`src/rtl/vga_pkg.sv`:
```
// -----------------------------------------------------------------------------
// vga_pkg
// Shared constants for the VGA raster timing generator.
//   - Default 640x480 @ 60 Hz timing values (pixels for horizontal, lines for
//     vertical) and the totals derived from them.
//   - Coordinate width for DrawX/DrawY and the frame counter width.
// Optional feature used by vga_timing_gen: VGA_SYNC_DELAY_EN.
// -----------------------------------------------------------------------------
package vga_pkg;

    // Horizontal timing defaults, in pixel clocks
    localparam int H_VISIBLE_DEF = 640;
    localparam int H_FP_DEF      = 16;
    localparam int H_SYNC_DEF    = 96;
    localparam int H_BP_DEF      = 48;

    // Vertical timing defaults, in lines
    localparam int V_VISIBLE_DEF = 480;
    localparam int V_FP_DEF      = 10;
    localparam int V_SYNC_DEF    = 2;
    localparam int V_BP_DEF      = 33;

    localparam int H_TOTAL_DEF = H_VISIBLE_DEF + H_FP_DEF + H_SYNC_DEF + H_BP_DEF;
    localparam int V_TOTAL_DEF = V_VISIBLE_DEF + V_FP_DEF + V_SYNC_DEF + V_BP_DEF;

    // Both raster coordinates fit in 10 bits (max 799)
    localparam int COORD_W = 10;

    // Frame counter width; wraps silently
    localparam int FRAME_COUNT_W = 16;

endpackage

```
`src/rtl/vga_axis_counter.sv`:
```
// -----------------------------------------------------------------------------
// vga_axis_counter
// One raster axis: a wrapping counter plus registered region flags.
// Ports:
//   clk      in   clock
//   rst_n    in   asynchronous active-low reset
//   en       in   advance the counter this cycle
//   count    out  current position, 0..TOTAL-1 (resets to TOTAL-1)
//   wrap     out  count is at TOTAL-1 (next enabled advance wraps to 0)
//   active   out  registered: count < ACTIVE
//   in_sync  out  registered: SYNC_START <= count < SYNC_END
// The region flags are computed from the next count value, so they line up
// with the count they describe instead of trailing it by a cycle.
// -----------------------------------------------------------------------------
module vga_axis_counter
    import vga_pkg::*;
#(
    parameter int W          = COORD_W,
    parameter int TOTAL      = H_TOTAL_DEF,
    parameter int ACTIVE     = H_VISIBLE_DEF,
    parameter int SYNC_START = H_VISIBLE_DEF + H_FP_DEF,
    parameter int SYNC_END   = H_VISIBLE_DEF + H_FP_DEF + H_SYNC_DEF
) (
    input  logic         clk,
    input  logic         rst_n,
    input  logic         en,
    output logic [W-1:0] count,
    output logic         wrap,
    output logic         active,
    output logic         in_sync
);

    localparam logic [W-1:0] LAST      = W'(TOTAL - 1);
    localparam logic [W-1:0] ACT_END   = W'(ACTIVE);
    localparam logic [W-1:0] SYNC_LO   = W'(SYNC_START);
    localparam logic [W-1:0] SYNC_HI   = W'(SYNC_END);

    logic [W-1:0] count_next;

    // Work out where the counter lands on the next edge. Holding when not
    // enabled lets the vertical axis step only on horizontal wrap.
    always_comb begin
        wrap       = (count == LAST);
        count_next = count;
        if (en) begin
            count_next = wrap ? '0 : count + W'(1);
        end
    end

    // Counter and region flags. Reset parks the counter on its last value so
    // the first edge after reset lands exactly on position 0.
    always_ff @(posedge clk or negedge rst_n) begin
        if (!rst_n) begin
            count   <= LAST;
            active  <= 1'b0;
            in_sync <= 1'b0;
        end else begin
            count   <= count_next;
            active  <= (count_next < ACT_END);
            in_sync <= (count_next >= SYNC_LO) && (count_next < SYNC_HI);
        end
    end

endmodule

```
`src/rtl/vga_timing_gen.sv`:
```
// -----------------------------------------------------------------------------
// vga_timing_gen
// 640x480 @ 60 Hz VGA raster timing from the 25 MHz pixel clock.
// Ports:
//   vga_clk       in   pixel clock
//   reset_n       in   asynchronous active-low reset
//   DrawX         out  horizontal position 0..H_TOTAL-1
//   DrawY         out  vertical position 0..V_TOTAL-1
//   blank         out  1 inside the visible 640x480 region
//   hs, vs        out  active-low sync pulses
//   sync          out  composite sync, tied 0
//   line_start    out  pulse at DrawX==0
//   frame_start   out  pulse at DrawX==0, DrawY==0
//   vblank_start  out  pulse at DrawX==0, DrawY==V_VISIBLE
//   frame_count   out  number of frame_start pulses since reset
// Optional feature: define VGA_SYNC_DELAY_EN to delay hs/vs by one clock so
// they line up with renderer RGB that is registered one clock after DrawX.
// -----------------------------------------------------------------------------
module vga_timing_gen
    import vga_pkg::*;
#(
    parameter int H_VISIBLE = H_VISIBLE_DEF,
    parameter int H_FP      = H_FP_DEF,
    parameter int H_SYNC    = H_SYNC_DEF,
    parameter int H_BP      = H_BP_DEF,
    parameter int V_VISIBLE = V_VISIBLE_DEF,
    parameter int V_FP      = V_FP_DEF,
    parameter int V_SYNC    = V_SYNC_DEF,
    parameter int V_BP      = V_BP_DEF
) (
    input  logic                     vga_clk,
    input  logic                     reset_n,
    output logic [COORD_W-1:0]       DrawX,
    output logic [COORD_W-1:0]       DrawY,
    output logic                     blank,
    output logic                     hs,
    output logic                     vs,
    output logic                     sync,
    output logic                     line_start,
    output logic                     frame_start,
    output logic                     vblank_start,
    output logic [FRAME_COUNT_W-1:0] frame_count
);

    localparam int H_TOTAL = H_VISIBLE + H_FP + H_SYNC + H_BP;
    localparam int V_TOTAL = V_VISIBLE + V_FP + V_SYNC + V_BP;

    // Last visible line: wrapping off its end starts vertical blanking
    localparam logic [COORD_W-1:0] LAST_VIS_LINE = COORD_W'(V_VISIBLE - 1);

    logic h_wrap, h_active, h_in_sync;
    logic v_wrap, v_active, v_in_sync;
    logic hs_core, vs_core;

    // Horizontal axis runs every clock
    vga_axis_counter #(
        .W          (COORD_W),
        .TOTAL      (H_TOTAL),
        .ACTIVE     (H_VISIBLE),
        .SYNC_START (H_VISIBLE + H_FP),
        .SYNC_END   (H_VISIBLE + H_FP + H_SYNC)
    ) u_h_axis (
        .clk     (vga_clk),
        .rst_n   (reset_n),
        .en      (1'b1),
        .count   (DrawX),
        .wrap    (h_wrap),
        .active  (h_active),
        .in_sync (h_in_sync)
    );

    // Vertical axis steps on the same edge the horizontal axis wraps
    vga_axis_counter #(
        .W          (COORD_W),
        .TOTAL      (V_TOTAL),
        .ACTIVE     (V_VISIBLE),
        .SYNC_START (V_VISIBLE + V_FP),
        .SYNC_END   (V_VISIBLE + V_FP + V_SYNC)
    ) u_v_axis (
        .clk     (vga_clk),
        .rst_n   (reset_n),
        .en      (h_wrap),
        .count   (DrawY),
        .wrap    (v_wrap),
        .active  (v_active),
        .in_sync (v_in_sync)
    );

    // Region flags are already registered against the new coordinates
    assign blank   = h_active & v_active;
    assign hs_core = ~h_in_sync;
    assign vs_core = ~v_in_sync;
    assign sync    = 1'b0;

`ifdef VGA_SYNC_DELAY_EN
    logic hs_dly, vs_dly;

    // Extra stage so sync edges match the renderer's registered RGB. Reset to
    // the inactive (high) level so nothing pulses while in reset.
    always_ff @(posedge vga_clk or negedge reset_n) begin
        if (!reset_n) begin
            hs_dly <= 1'b1;
            vs_dly <= 1'b1;
        end else begin
            hs_dly <= hs_core;
            vs_dly <= vs_core;
        end
    end

    assign hs = hs_dly;
    assign vs = vs_dly;
`else
    assign hs = hs_core;
    assign vs = vs_core;
`endif

    // Strobes are decoded from the current position one edge early, so each
    // pulse is high in the same cycle as the coordinate it marks. Because the
    // counters reset to their last values, the first edge out of reset sees
    // both wraps and raises frame_start.
    always_ff @(posedge vga_clk or negedge reset_n) begin
        if (!reset_n) begin
            line_start   <= 1'b0;
            frame_start  <= 1'b0;
            vblank_start <= 1'b0;
            frame_count  <= '0;
        end else begin
            line_start   <= h_wrap;
            frame_start  <= h_wrap & v_wrap;
            vblank_start <= h_wrap & (DrawY == LAST_VIS_LINE);
            if (h_wrap && v_wrap) begin
                frame_count <= frame_count + FRAME_COUNT_W'(1);
            end
        end
    end

endmodule

```
`config.mk`:
```
export PLATFORM = sky130hd
export DESIGN_NAME = vga_timing_gen
export DESIGN_NICKNAME = d
export VERILOG_FILES = /design/src/rtl/vga_pkg.sv /design/src/rtl/vga_axis_counter.sv /design/src/rtl/vga_timing_gen.sv
export SDC_FILE = /design/constraint.sdc
export NUM_CORES = 1
export LEC_CHECK = 0
export CAP_MARGIN = 10
export CORE_MARGIN = 2
export CORE_UTILIZATION = 45
export CTS_CLUSTER_SIZE = 25
export DETAILED_ROUTE_END_ITERATION = 8
export GPL_ROUTABILITY_DRIVEN = 0
export PLACE_DENSITY = 0.75
export SLEW_MARGIN = 20
export SYNTH_ARGS = -nofsm -noshare
export SYNTH_HDL_FRONTEND = slang
export SYNTH_SLANG_ARGS = --single-unit
export TNS_END_PERCENT = 1
```
`constraint.sdc`:
```
create_clock -name vga_clk -period 2.62 [get_ports vga_clk]
set_clock_uncertainty 0.2 [all_clocks]
set_input_delay 0.262 -clock vga_clk [delete_from_list [all_inputs] [get_ports vga_clk]]
set_output_delay 0.262 -clock vga_clk [all_outputs]
set_load 0.005 [all_outputs]
```
* Word-level counts from Yosys, hierarchy flattened
Index checks and enable logic that the tools add are counted.
Storage, ports and cells: bits in registers 43, logic and storage cells 33
Operators by class: equality and inequality tests 3, bitwise logic cells 5, reductions and logical operators 3, $lt $le $gt $ge 6, add/sub/neg operators 3, mux-type cells 3
Operators by type and width (number):
- 10-bit 2-to-1 mux | 3
- 10-bit by 1-bit adder with 10-bit output, second input constant | 2
- 10-bit == test, second input constant | 2
- 10-bit less-than comparator, second input constant | 2
- 10-bit by 9-bit less-than comparator with 1-bit output, second input constant | 2
- 16-bit by 1-bit adder with 16-bit output, second input constant | 1
- 10-bit by 9-bit == test with 1-bit output, second input constant | 1
- 10-bit greater-or-equal comparator, second input constant | 1
- 10-bit by 9-bit greater-or-equal comparator with 1-bit output, second input constant | 1
- 1-bit AND | 3
- 1-bit logical AND | 3
- 1-bit inverter | 2

* Logic depth before layout (Yosys ltp)
Gate-level depths: netlist (run 1).
word-level depth 5, mapped depth 9, mapped depth without buffers 8

* Hierarchy
Synthesis (run 1) repeated with hierarchy kept, for this count alone.
Second synthesis, totals: cells, all modules 219, area, all modules 2322.2 um^2
By module, submodules not included:
- vga_timing_gen | instances 1, sequential area each 475.5 um^2, area each 824.5 um^2, cells an instance 69
- vga_axis_counter (u_h_axis) | instances 1, sequential area each 309.0 um^2, area each 795.8 um^2, cells an instance 84
- vga_axis_counter (u_v_axis) | instances 1, sequential area each 304.0 um^2, area each 701.9 um^2, cells an instance 66

* Least setup slack after synthesis (run 1)
OpenSTA, ideal clock, no wires.
kind register to register, start reg u_v_axis.count[0], end reg u_v_axis.in_sync, path buffers 1, arrival 2.373 ns, slack -0.049 ns, clock period less this slack 2.669 ns, library setup time 0.096 ns, cell stages (with the launch flop) 9, cell sequence dfrtp_1 -> inv_1 -> ha_1 -> or4b_4 -> or4_4 -> buf_6 -> and3_1 -> mux2_4 -> nor4_2
Between the ends: cells in the longest elaborated chain, start to end 5
Ends and longest elaborated chain:
- start, declared | line vga_axis_counter.sv:27 | output logic [W-1:0] count,
- start signal, assigned | line vga_axis_counter.sv:58 | count <= count_next;
- 10-bit by 1-bit adder with 10-bit output or 10-bit == test (tied branches) | line vga_axis_counter.sv:46, vga_axis_counter.sv:43
- 10-bit 2-to-1 mux (*) | line vga_axis_counter.sv:46 | count_next = wrap ? '0 : count + W'(1);
- 10-bit 2-to-1 mux (*) | line vga_axis_counter.sv:45 | if (en) begin
- via u_v_axis.count_next[9] | line vga_axis_counter.sv:38 | logic [W-1:0] count_next;
- 10-bit by 9-bit greater-or-equal comparator with 1-bit output or 10-bit by 9-bit less-than comparator with 1-bit output (tied branches) | line vga_axis_counter.sv:60 | in_sync <= (count_next >= SYNC_LO) && (count_next < SYNC_HI);
- 1-bit logical AND (*) | line vga_axis_counter.sv:60
- end signal, assigned | line vga_axis_counter.sv:60
- end, declared | line vga_axis_counter.sv:30 | output logic in_sync
The timed path passes the listed nets; every way through them passes the cells marked *. A chain may end at the register's enable or synchronous reset.

* Worst setup path after layout (run 1)
start reg u_h_axis.count[0], end reg u_v_axis.count[8]
Between the ends: cells in the longest elaborated chain, start to end 2
Ends and longest elaborated chain:
- start, declared | line vga_axis_counter.sv:27
- start signal, assigned | line vga_axis_counter.sv:58
- 10-bit == test | line vga_axis_counter.sv:43 | wrap = (count == LAST);
- 10-bit 2-to-1 mux | line vga_axis_counter.sv:45
- via u_v_axis.count_next[8] | line vga_axis_counter.sv:38
The timed path passes the listed nets, and every way through them passes these cells.

==> flow_summary.yaml, run 1 <==
outcome:
  outcome: "completed"
detailed_routing:
  wire_per_inst_um: 13.6
  route.detailed.drc: 0
  first_pass_iters: 4
  viasPerCell: 5.25
  route.vias.total: 1621
  wirelength_mm: 4.22
  drt-initial-drc-count: 96
  drtAntennaViolNets: 0
setup_path:
  worstSetupPathType: "reg2reg"
  arrival_ns: 2.49
  path_max_fanout: 8
  required_ns: 2.62
  cp-end-kind: "flip-flop"
  start_kind: "flip-flop"
sta:
  tightest_slew_ns: 0.927
  setup_viol: 0
  max_freq_mhz: 402
  hold_ws_ns: 0.271
  max_slew_margin_pct: 38.2
  slew_violations: 0
  final_hold_viol_count: 0
  rsz0062_at_grt: "true"
  fin_crit_ns: 2.49
  finalCritPeriodShare_pct: 94.9
  fin_ws_ns: 0.133
  tns_ns: 0
job:
  drv_cap: 0
logic_synthesis:
  syn_area_per_cell_sq_um: 10.5
  syn_inst: 198
  synth_edf_count: 0
  synthTopCellsByArea: "dfrtp_1 (40%), dfstp_2 (13%), xnor2_1 (6.7%)"
  synthesis.nets: 204
  synth_ff_type: "dfrtp_1"
  async_flop_share_pct: 100
  ys_ff_latch: 43
  synth_top_area_share_pct: 39.6
  syn_area_sq_um: 2080
  synth.distinct_cells: 39
  post-synth-top-area-cell: "dfrtp_1"
  seq_area_frac_synth_pct: 52.3
  synth_warnings: 0
cts:
  cts.htree.levels: 2
  cts_tree: "built"
  cts.path.max_buffers: 2
  cts_made_buffers: 5
  clkSlewWorstSetupHoldPaths_ns: 0.08
  cts-root-buf: "clkbuf_8"
  clock_latency_ns: 0.29
  cts_sinks: 43
global_route:
  grt_pass1_vias: 1601
  grt_overflow_total: 0
  antenna_found_initial: 0
  grt_pass1_wl_mm: 7.31
  grt_usage_pct: 17.9
  grt_max_degree: 44
floorplanning:
  rows: 24
  core_area_sq_um: 4410
  chipWidth_um: 72.0
  start_util_pct: 47.2
  ios: 45
  die_area_sq_um: 5190
  fp.dieH_um: 72.0
cells_and_area:
  nFillCells: 397
  syn_to_final_growth_pct: 31.9
  nets: 262
  drive_above_1_share_pct: 15.2
  final_area_sq_um: 2750
  post-route-util_pct: 62.2
  antenna_cells: 0
power_and_ir_drop:
  leakage_uw: 0.00121
  p_per_area_nw_per_um2: 412
  vdd_drop_max_mv: 0.372
place:
  port_buffers: 43
  dpl_worst_slack_ns: 0.0262
  placed_area_sq_um: 2620
  dp_hpwl_mm: 3.11
hold_path:
  hold_class: "reg2reg"
cells in the final DEF (no fill, tap or decap), types with 2 or more instances in the layout:
cell	instances
and2_1	4
nor4_4	2
a21oi_1	3
clkdlybuf4s50_1	42
ha_1	4
dfstp_2	10
xor2_1	10
nand4_1	7
o21ai_0	11
nor3_1	7
and3_1	4
clkbuf_8	7
inv_1	8
a22o_1	2
nand2b_1	4
nor4_1	2
xnor2_1	16
nand2_1	18
nor2_1	13
buf_4	12
dfrtp_1	33
inv_2	2
nand3_1	15
Yosys cell counts, types with 7 or more instances:
| master | instances |
|---|---|
| dfrtp_1 | 33 |
| nand2_1 | 19 |
| xnor2_1 | 16 |
| nand3_1 | 15 |
| nor2_1 | 13 |
| o21ai_0 | 11 |
| dfstp_2 | 10 |
| inv_1 | 10 |
| xor2_1 | 10 |
| nand4_1 | 7 |
| nor3_1 | 7 |
layout make-up:
| cell class | count | area, sq um | area share (%) |
|---|---|---|---|
| Multi-Input combinational cell | 140 | 931 | 33.9 |
| Timing Repair Buffer | 56 | 526 | 19.1 |
| Clock buffer | 8 | 100 | 3.64 |
| Sequential cell | 43 | 1090 | 39.6 |
| Tap cell | 52 | 65.1 | 2.37 |
| Inverter | 10 | 37.5 | 1.37 |
flip-flops by register name, summed over array words and instances (netlist names):
register and flops:
frame_start 1, u_h_axis.in_sync 1, u_v_axis.active 1, u_h_axis.active 1, u_v_axis.in_sync 1, line_start 1, u_v_axis.count 10, frame_count 16
vblank_start 1, u_h_axis.count 10
kinds of logic after synthesis:
kind of cell | synth area share [%]
fa+ha+maj | 2.40
flops | 52.3
other cells | 0.180
xor+xnor | 10.9
buf+inv | 3.60
simple gates | 23.2
compound gates | 6.19
mux | 1.20
path summary, 6_finish.rpt:
check | from | to | slack [ns] | cells past startpoint
setup / recovery | u_h_axis.count[0]$_DFF_PN1_ | u_v_axis.count[8]$_DFF_PN0_ | 0.13 | 7
hold / removal | frame_count[15]$_DFFE_PN0P_ | frame_count[15]$_DFFE_PN0P_ | 0.27 | 1
setup reg to reg | u_h_axis.count[0]$_DFF_PN1_ | u_v_axis.count[8]$_DFF_PN0_ | 0.13 | 7
hold reg to reg | frame_count[15]$_DFFE_PN0P_ | frame_count[15]$_DFFE_PN0P_ | 0.27 | 1
max in group asynchronous | reset_n | frame_count[6]$_DFFE_PN0P_ | 1.19 | 2
min in group asynchronous | reset_n | frame_count[4]$_DFFE_PN0P_ | 0.44 | 2
repair_timing:
item                                    4_1_cts  5_1_grt
hold buffers                                  1        0
endpoints found under the setup margin        0       10
setup buffers                                 0        1
hold endpoints to repair                     33        0
resized for setup                             0        3
worst max-delay path, cell delays in order, from the launching register on:
cell	delay, ns
dfstp_2	0.57
ha_1	0.20
nand4_1	0.15
or3_1	0.40
buf_4	0.20
nor3_1	0.31
nand4_1	0.15
xnor2_1	0.20
routing by layer:
metal / wire length [um] / up-vias / track usage (%)
met5: 0 / - / 0
met2: 2120 / 29 / 29.2
met4: 42 / 0 / 6.50
met1: 1920 / 789 / 23.6
li1: - / 801 / -
met3: 129 / 2 / 3.89
power breakdown:
part           total, uW  switching [uW]  internal (uW)
sequential           664               0            664
combinational       14.0            12.5           1.48
clock                453             213            241
total               1130             225            906
metrics by stage:
step           cells  power, uW
6_report         309       1130
5_1_grt          309       1170
4_1_cts          308       1150
3_5_place_dp     299        691
3_3_place_gp     299        690
2_1_floorplan    198        678
Power figures use the tool's default switching activity.
==> inputs of run 2 (changes only) <==
HOLD_SLACK_MARGIN = 0.05   (was default)
SETUP_SLACK_MARGIN = 0.2   (was default)
==> run 2 against run 1 <==
Effect of this change: final cell count down 0.97%; clock power up 36%; count of clock-buffer cells in the layout is 3 lower; global-route usage is 0.82 points higher; fmax fell by 2.1%; worst setup slack lost 0.055 ns; worst hold slack gained 0.00097 ns; via count grew 1.2%; total power grew 14%; first-iteration DRC count fell by 4.2%; critical endpoint is now u_v_axis.active$_DFF_PN0_; largest cell class unchanged.
==> flow_summary.yaml, run 2 (synthesis results as in run 1) <==
detailed_routing:
  route.detailed.drc: 0
  wirelength_mm: 4.40
  first_pass_iters: 4
  drt-initial-drc-count: 92
  viasPerCell: 5.36
  wire_per_inst_um: 14.4
  drtAntennaViolNets: 0
  route.vias.total: 1640
cells_and_area:
  antenna_cells: 0
  largest_reg_flops: 16
  multi_input_comb_area_sq_um: 965
  reg_top3: "frame_count x16, u_h_axis.count x10, u_v_axis.count x10"
  syn_to_final_growth_pct: 34.3
  nFillCells: 385
  layout.area.seq_sq_um: 1090
  layout_common_cells: "clkdlybuf4s50_1 (42), dfrtp_1 (33), nand2_1 (18)"
  nets: 259
  regMostFlops: "frame_count"
  final_common_cell: "clkdlybuf4s50_1"
  drive_above_1_share_pct: 17.7
global_route:
  grt_pass1_vias: 1649
  grt_overflow_total: 0
  antenna_found_initial: 0
  grt_usage_pct: 18.7
  grt_pass1_wl_mm: 7.51
  grt_max_degree: 44
sta:
  finalCritPeriodShare_pct: 97.0
  tightest_slew_ns: 0.948
  fin_ws_ns: 0.0783
  max_freq_mhz: 393
  fin_crit_ns: 2.54
  tns_ns: 0
  rsz0062_at_grt: "true"
  hold_ws_ns: 0.272
  setup_viol: 0
  max_slew_margin_pct: 36.8
  final_hold_viol_count: 0
  slew_violations: 0
floorplanning:
  start_util_pct: 47.2
  chipWidth_um: 72.0
  core_area_sq_um: 4410
  fp.dieH_um: 72.0
  ios: 45
  die_area_sq_um: 5190
  rows: 24
cts:
  clock_latency_ns: 0.30
  cts.path.max_buffers: 2
  cts_made_buffers: 5
  cts_sinks: 43
  clkSlewWorstSetupHoldPaths_ns: 0.08
  cts-root-buf: "clkbuf_8"
  cts.htree.levels: 2
  post-cts-setup-buffer-count: 0
  cts_tree: "built"
power_and_ir_drop:
  leakage_uw: 0.00121
  power_uw: 1290
  vdd_drop_max_mv: 0.426
  p_per_area_nw_per_um2: 463
setup_path:
  required_ns: 2.66
  start_kind: "flip-flop"
  path_max_fanout: 8
  arrival_ns: 2.58
  cp-end-kind: "flip-flop"
  worstSetupPathType: "reg2reg"
hold_path:
  hold_class: "reg2reg"
place:
  dp_hpwl_mm: 3.08
  dpl_worst_slack_ns: 0.0959
  port_buffers: 43
outcome:
  outcome: "completed"
job:
  drv_cap: 0
run 2: cell count changes in the layout (fill, tap and decap cells not counted), moves of 2 or more:
cell       change
nor3_1         -4
nor3_2         +4
buf_4          -3
bufinv_16      +2
clkbuf_8       -2
run 2: area by class of cell:
class,instances,share of cell area (%)
timing repair buffer,53,18.0
inverter,10,1.43
sequential,43,38.9
clock buffer,5,2.46
multi-input combinational,140,34.5
tap,52,2.33
clock inverter,3,2.42
run 2: report_power, final:
part	switching [uW]	internal, uW
Sequential	0	664
Combinational	12.7	1.48
Clock	236	380
run 2: layer usage:
layer / global-route usage, % / part of all wire (%)
met5: 0 / 0
met3: 4.58 / 4.2
met1: 24.1 / 45
met2: 31.1 / 49
met4: 6.29 / 1.5
run 2: through the flow:
step	cell area [sq um]	utilization, %	cells
after global placement	2610	59.2	297
after floorplan	2090	-	198
final	2800	63.4	306
after detailed placement	2610	59.2	297
after global routing	2800	63.4	306
after CTS	2760	62.5	306
run 2: critical path: stages (launching register included):
cell and delay (ns):
dfrtp_1 0.39, inv_2 0.07, ha_1 0.16, or4b_4 0.49, or4_4 0.52, and3_1 0.20, mux2_4 0.28, and2b_1 0.19
run 2: final timing paths:
kind	start	endpoint	slack, ns	depth (start not counted)
min	frame_count[15]$_DFFE_PN0P_	frame_count[15]$_DFFE_PN0P_	0.27	1
max in group asynchronous	reset_n	frame_count[5]$_DFFE_PN0P_	1.19	2
max	u_v_axis.count[0]$_DFF_PN0_	u_v_axis.active$_DFF_PN0_	0.08	7
min reg2reg	frame_count[15]$_DFFE_PN0P_	frame_count[15]$_DFFE_PN0P_	0.27	1
min in group asynchronous	reset_n	u_v_axis.count[8]$_DFF_PN0_	0.43	2
max reg2reg	u_v_axis.count[0]$_DFF_PN0_	u_v_axis.active$_DFF_PN0_	0.08	7
run 2: timing repair:
| item | 4_1_cts | 5_1_grt |
|---|---|---|
| setup endpoints to repair | 15 | 24 |
| hold buffers | 1 | 0 |
| hold endpoints to repair | 33 | 0 |
| pin swaps | 0 | 9 |
| resized for setup | 0 | 10 |
